==> src/rtl/rr_arb_stage.sv <==
// N-input round-robin arbiter feeding a single registered output slot with one-hot grant.
// Optional ARB_LOCK_EN adds in_lock so one requester can hold the grant across beats.
module rr_arb_stage #(
    parameter int unsigned N     = 4,
    parameter int unsigned Nbits = 32
) (
    input  logic               clk,
    input  logic               reset,
    input  logic [N-1:0]       in_valid,
    input  logic [N*Nbits-1:0] in_data,
    output logic [N-1:0]       in_ready,
    output logic               out_valid,
    output logic [Nbits-1:0]   out_data,
    output logic [N-1:0]       out_grant,
`ifdef ARB_LOCK_EN
    input  logic [N-1:0]       in_lock,
`endif
    input  logic               out_ready
);

    localparam int unsigned PtrW = (N > 1) ? $clog2(N) : 1;

    logic [PtrW-1:0]  ptr_q;
    logic [PtrW-1:0]  ptr_nxt;
    logic [PtrW-1:0]  win_idx;
    logic [N-1:0]     eligible;
    logic [N-1:0]     win;
    logic [Nbits-1:0] win_data;
    logic             found;
    logic             accept;
    logic             ptr_adv;

`ifdef ARB_LOCK_EN
    logic            lock_active_q;
    logic [PtrW-1:0] lock_owner_q;
    logic            lock_hit;
`endif

    assign accept = !out_valid || out_ready;

    always_comb begin
        int unsigned idx;
        eligible = in_valid;
`ifdef ARB_LOCK_EN
        if (lock_active_q) begin
            eligible = in_valid & (N'(1) << lock_owner_q);
        end
`endif
        found   = 1'b0;
        win_idx = '0;
        idx     = 0;
        // Scan starting at ptr so the last winner ends up with lowest priority.
        for (int unsigned i = 0; i < N; i++) begin
            idx = (32'(ptr_q) + i) % N;
            if (!found && eligible[idx]) begin
                found   = 1'b1;
                win_idx = PtrW'(idx);
            end
        end
        win      = '0;
        win_data = '0;
        for (int unsigned i = 0; i < N; i++) begin
            if (found && (32'(win_idx) == i)) begin
                win[i]   = 1'b1;
                win_data = in_data[i*Nbits +: Nbits];
            end
        end
        ptr_nxt = PtrW'((32'(win_idx) + 1) % N);
    end

`ifdef ARB_LOCK_EN
    assign lock_hit = |(win & in_lock);
    assign ptr_adv  = !lock_hit;
`else
    assign ptr_adv  = 1'b1;
`endif

    assign in_ready = (accept && !reset) ? win : '0;

    always_ff @(posedge clk or posedge reset) begin
        if (reset) begin
            out_valid <= 1'b0;
            out_data  <= '0;
            out_grant <= '0;
            ptr_q     <= '0;
        end else if (accept) begin
            if (found) begin
                out_valid <= 1'b1;
                out_data  <= win_data;
                out_grant <= win;
                if (ptr_adv) begin
                    ptr_q <= ptr_nxt;
                end
            end else begin
                out_valid <= 1'b0;
            end
        end
    end

`ifdef ARB_LOCK_EN
    always_ff @(posedge clk or posedge reset) begin
        if (reset) begin
            lock_active_q <= 1'b0;
            lock_owner_q  <= '0;
        end else if (accept && found) begin
            lock_active_q <= lock_hit;
            lock_owner_q  <= win_idx;
        end
    end
`endif

endmodule

==> config.mk <==
export PLATFORM = sky130hd
export DESIGN_NAME = rr_arb_stage
export DESIGN_NICKNAME = d
export VERILOG_FILES = /design/src/rtl/rr_arb_stage.sv
export SDC_FILE = /design/constraint.sdc
export NUM_CORES = 1
export LEC_CHECK = 0
export BUFFER_PORTS_ARGS = -buffer_cell sky130_fd_sc_hd__buf_2
export CORE_MARGIN = 4
export CORE_UTILIZATION = 25
export DETAILED_ROUTE_END_ITERATION = 12
export SLEW_MARGIN = 20
export SYNTH_ARGS = -nofsm -noshare
export SYNTH_HDL_FRONTEND = slang
export SYNTH_SLANG_ARGS = --single-unit
==> constraint.sdc <==
create_clock -name clk -period 2.43 [get_ports clk]
set_input_delay 0.3645 -clock clk [delete_from_list [all_inputs] [get_ports clk]]
set_output_delay 0.3645 -clock clk [all_outputs]
set_load 0.005 [all_outputs]
Word-level counts from Yosys, hierarchy flattened
Cells that the tools add are included.
{"block": "totals", "output_inout_bits": 41, "mem_bits_ro": 0, "register_bits": 39, "inputBits": 135, "ram_bits": 0, "memories": 0, "elab_cells": 57, "latch_bits": 0}
{"block": "op_classes", "multipliers": 0, "mux": 26, "addsub": 4, "shift": 0, "n_eq_ne": 3, "n_div": 0, "bitwise": 0, "order_cmp": 4, "n_reduce_logical": 16}
{"cell": "$mux W32", "count": 4}
{"cell": "$mux W1", "count": 13}
{"cell": "$lt A2 B3 Y1 const B", "count": 4}
{"cell": "$bmux W1 S2", "count": 4}
{"cell": "$logic_and A1 B1 Y1", "count": 8}
{"cell": "$mux W2", "count": 4}
{"cell": "$logic_not A1 Y1", "count": 5}
{"cell": "$add A2 B1 Y2 const B", "count": 2}
{"cell": "$add A2 B2 Y2 const B", "count": 2}
{"cell": "$eq A2 B2 Y1 const B", "count": 2}
{"cell": "$mux W4", "count": 1}
{"cell": "$eq A2 B1 Y1 const B", "count": 1}
{"cell": "$logic_not A2 Y1", "count": 1}
{"cell": "$reduce_and A2 Y1", "count": 1}
{"cell": "$logic_or A1 B1 Y1", "count": 1}

Depth between registers and ports, before layout
{"block": "depth", "depth_word": 18, "mapped_depth": 9, "depth_no_buf": 7}

Least setup slack after synthesis
No wires, ideal clock.
{"block": "synth_timing", "kind": "register to register", "start": "register ptr_q[1]", "end": "register out_data[0]", "setup_slack_ns": 0.065, "period_less_slack_ns": 2.365, "setup_ns": 0.082, "t_required_ns": 2.348, "stages_incl_launch_ff": 9, "path_buffers": 2, "arrival_time_ns": 2.283, "cell_sequence": "dfrtp_1 -> or3b_2 -> o221ai_1 -> ha_1 -> clkbuf_1 -> buf_1 -> a21oi_1 -> a221o_1 -> a31oi_1"}
{"block": "synth_via", "elab_chain_len": 18, "word_cells_on_any_way": 38, "cone_classes": "add/sub: 3; eq/ne: 3; mux: 20; reduce/logical: 12"}
{"element": "start, declared", "line": "23", "rtl": "logic [PtrW-1:0] ptr_q;"}
{"element": "start signal, assigned", "line": "92", "rtl": "ptr_q <= ptr_nxt;"}
{"element": "branches (longest 18 deep; another with $add A2 B1 Y2)"}
{"element": "end signal, assigned", "line": "89", "rtl": "out_data <= win_data;"}
{"element": "end, declared", "line": "13", "rtl": "output logic [Nbits-1:0] out_data,"}
Parallel ways; which one is timed is not known. The select of a mux whose other input is x is not followed.
A chain may end at the register's enable or synchronous reset.

Final worst setup path
{"block": "layout_timing", "start": "register ptr_q[1]", "end": "output port in_ready[0]"}
{"block": "layout_via", "elab_chain_len": 16, "word_cells_on_any_way": 29, "cone_classes": "add/sub: 3; mux: 18; reduce/logical: 8"}
{"element": "branches (longest 13 deep; another with $add A2 B1 Y2)"}
{"element": "$logic_and A1 B1 Y1 (*)", "line": "63", "rtl": "if (found && (32'(win_idx) == i)) begin"}
{"element": "$mux W1 (*)", "line": "63"}
{"element": "$mux W4 (*)", "line": "78", "rtl": "assign in_ready = (accept && !reset) ? win : '0;"}
{"element": "end, declared", "line": "11", "rtl": "output logic [N-1:0] in_ready,"}
Mark *: on every way between the ends. The select of a mux whose other input is x is not followed.

==> flow_summary.json <==
{
  "avgSynthCellArea_um2": 8.26,
  "routabilityCongestion": 0.795,
  "maxCapViolations": 0,
  "crit_path_end_kind": "output pin",
  "ys_async_sr_fraction": 1.00,
  "grt_use_met3": 0.0377,
  "path_class": "register to output pin",
  "cts_tree": "done",
  "grt_pass1_wl_um": 16100,
  "worst-path-buf-inv": 3,
  "required_ns": 2.07,
  "placed_area_mm2": 0.00378,
  "finalHoldViolCount": 0,
  "slew_viol_final": 0,
  "fp.dieArea_mm2": 0.0127,
  "crit_path_max_incr_delay_ns": 0.44,
  "cp.arrival_ns": 2.02,
  "grt.busiest_layer": "met2",
  "vias_per_cell": 5.05,
  "grt_max_degree": 36,
  "drt_pre_antenna_iters": 4,
  "clock-root-buffer": "clkbuf_8",
  "antenna_found_initial": 0,
  "maxSlewHeadroom": 0.682,
  "fin_crit_sh": 0.982,
  "rows": 37,
  "diodes": 0,
  "synth_edf_count": 0,
  "syn2layout_area_growth_pct": 44.7,
  "leakagePower_nw": 1.91,
  "synthDistinctLibCells": 25,
  "grt_overflow": 0,
  "synth_top_cell_area_share": 0.357,
  "synth.area.top_cells": "dfrtp_1, a21oi_1, a221o_1",
  "grtUsageTotal": 0.152,
  "fillers": 1133,
  "first_iter_violations": 214,
  "drc": 0,
  "ys_ff_latch": 39,
  "wirelength_um": 10000,
  "numCtsBuffers": 5,
  "post-synth-top-area-cell": "dfrtp_1",
  "ioPinCount": 176,
  "syn_nets": 470,
  "gr-usage-met1": 0.193,
  "startpoint_type": "register",
  "critPathSlowestCell": "or3b_2",
  "worst_ir_drop_vdd_mv": 0.411,
  "vias": 3166,
  "synthFlopType": "dfrtp_1",
  "cts_max_path_buffers": 2,
  "hpwl_um": 7500,
  "setup_violations": 0,
  "powerDensity_mw_per_mm2": 949,
  "yosysWarnings": 0,
  "die_x_um": 113,
  "cts_max_level": 2,
  "finalNetCount": 630,
  "synthesis.area_mm2": 0.00273,
  "ant_nets": 0,
  "grt_use_met2": 0.265,
  "synth_cells": 331,
  "synth_common_cells": "a21oi_1, dfrtp_1, inv_1",
  "drive_gt1_frac": 0.426,
  "ys_seq_area_frac": 0.357,
  "clock_latency_ns": 0.28,
  "synth_most_common_cell": "a21oi_1",
  "tns_ns": 0,
  "fin_skew_ns": 0.00384,
  "io_buffers": 175,
  "worst_pin_slew_ns": 0.477,
  "crit_family": "simple AND/OR/NAND/NOR gates",
  "dieHeight_um": 113,
  "rsz0062_at_grt": "yes",
  "worst-path-max-fanout": 17,
  "wl_per_cell_um": 16.0,
  "core_mm2": 0.0105,
  "grt_pass1_vias": 3259,
  "finalPower_mw": 3.75,
  "cts_sinks": 39,
  "hold_class": "input port to register",
  "cp_cell_sequence": "or3b_2 -> o221ai_1 -> buf_4 -> ha_2 -> buf_12 -> and3_1 -> buf_2",
  "clk_pin_slew_ns": 0.08,
  "status": "finished clean",
  "period_needed_ns": 2.39,
  "start_util": 0.261,
  "fin_area_mm2": 0.00396,
  "fmax_ghz": 0.419
}
-- flip-flops by register name (all words and copies together), names as in the netlist --
| register | flops |
|---|---|
| out_data | 32 |
| out_valid | 1 |
| out_grant | 4 |
| ptr_q | 2 |
-- path summary, 6_finish.rpt --
check,startpoint,end,slack (ns),depth (start not counted)
max,ptr_q[1],in_ready[0],0.04,7
max in group asynchronous,reset,out_data[30],1.19,4
min,in_data[114],out_data[18],0.34,3
min reg2reg,out_grant[3],out_grant[3],0.52,1
min in group asynchronous,reset,out_grant[1],0.54,3
max reg2reg,ptr_q[1],out_data[8],0.19,8
-- power breakdown --
| part | internal [mW] | leakage (nW) | switching, mW |
|---|---|---|---|
| logic | 1.11 | 1.41 | 1.04 |
| registers | 0.927 | 0.453 | 0.154 |
| clock network | 0.301 | 0.0513 | 0.218 |
| total | 2.34 | 1.91 | 1.41 |
-- area by class of cell --
| type | instances | area (um2) | share of cell area |
|---|---|---|---|
| clock buffer | 6 | 72.6 | 0.0183 |
| clock inverter | 1 | 30.0 | 0.00759 |
| inverter | 35 | 131 | 0.0332 |
| multi-input combinational | 219 | 1460 | 0.370 |
| sequential | 39 | 976 | 0.247 |
| tap | 136 | 170 | 0.0430 |
| timing repair buffer | 191 | 1110 | 0.281 |
-- stage by stage --
step	hold WS (ns)	std cells	worst slack [ns]	utilization
after floorplan	0.504	331	0.0647	-
after global placement	0.295	618	0.157	0.362
after detailed placement	0.301	618	0.107	0.362
after CTS	0.315	627	0.00291	0.377
after global routing	0.337	627	-0.100	0.378
final	0.336	627	0.0434	0.378
-- cell families (layout without fill, tap and decap cells) --
group | Yosys count | after routing | share of synthesized area
simple gates | 73 | 73 | 0.155
mux | 7 | 7 | 0.0298
compound gates | 135 | 135 | 0.326
fa+ha+maj | 4 | 4 | 0.0183
flops | 39 | 39 | 0.357
buf+inv | 73 | 233 | 0.114
-- worst reg2reg max path, cell delays in order, from the launching register on --
cell and delay (ns):
dfrtp_1 0.39, or3b_2 0.44, o221ai_1 0.10, buf_4 0.19
ha_2 0.21, buf_4 0.24, nand3b_1 0.11, a221o_1 0.30
a31oi_1 0.18
-- cell usage in the layout (no fill, tap or decap) --
| cell | instances |
|---|---|
| dlygate4sd3_1 | 1 |
| clkbuf_8 | 5 |
| o221ai_1 | 1 |
| clkbuf_1 | 1 |
| buf_4 | 7 |
| buf_2 | 175 |
| a31oi_1 | 32 |
| bufinv_16 | 1 |
| dfrtp_1 | 39 |
| ha_4 | 1 |
| a21oi_1 | 66 |
| nand2b_1 | 2 |
| ha_2 | 3 |
| and3_1 | 4 |
| bufbuf_16 | 1 |
| nand2_1 | 32 |
| o22a_1 | 1 |
| nand3b_1 | 32 |
| buf_12 | 7 |
| inv_2 | 1 |
| or4_1 | 1 |
| or3b_2 | 1 |
| mux2i_1 | 1 |
| o21a_1 | 1 |
| and2_4 | 1 |
| a21boi_0 | 1 |
| o22ai_1 | 1 |
| inv_1 | 34 |
| mux2_4 | 1 |
| a221o_1 | 32 |
| mux2_2 | 5 |
-- routing by layer --
| layer | part of all wire | vias up | routed length (um) |
|---|---|---|---|
| li1 | - | 1522 | - |
| met1 | 0.42 | 1509 | 4260 |
| met2 | 0.50 | 131 | 4980 |
| met3 | 0.076 | 4 | 763 |
| met4 | 0.0031 | 0 | 31 |
| met5 | 0 | - | 0 |
-- timing repair --
item                                    in CTS  in global routing
pin swaps                                    0                  0
hold buffers                                 1                  0
buffers inserted                             0                  0
resized for setup                            3                  2
gates cloned                                 1                  0
endpoints found under the setup margin       2                  4
endpoints found under the hold margin        4                  0
Note: power is estimated with default switching activity, not from simulation.
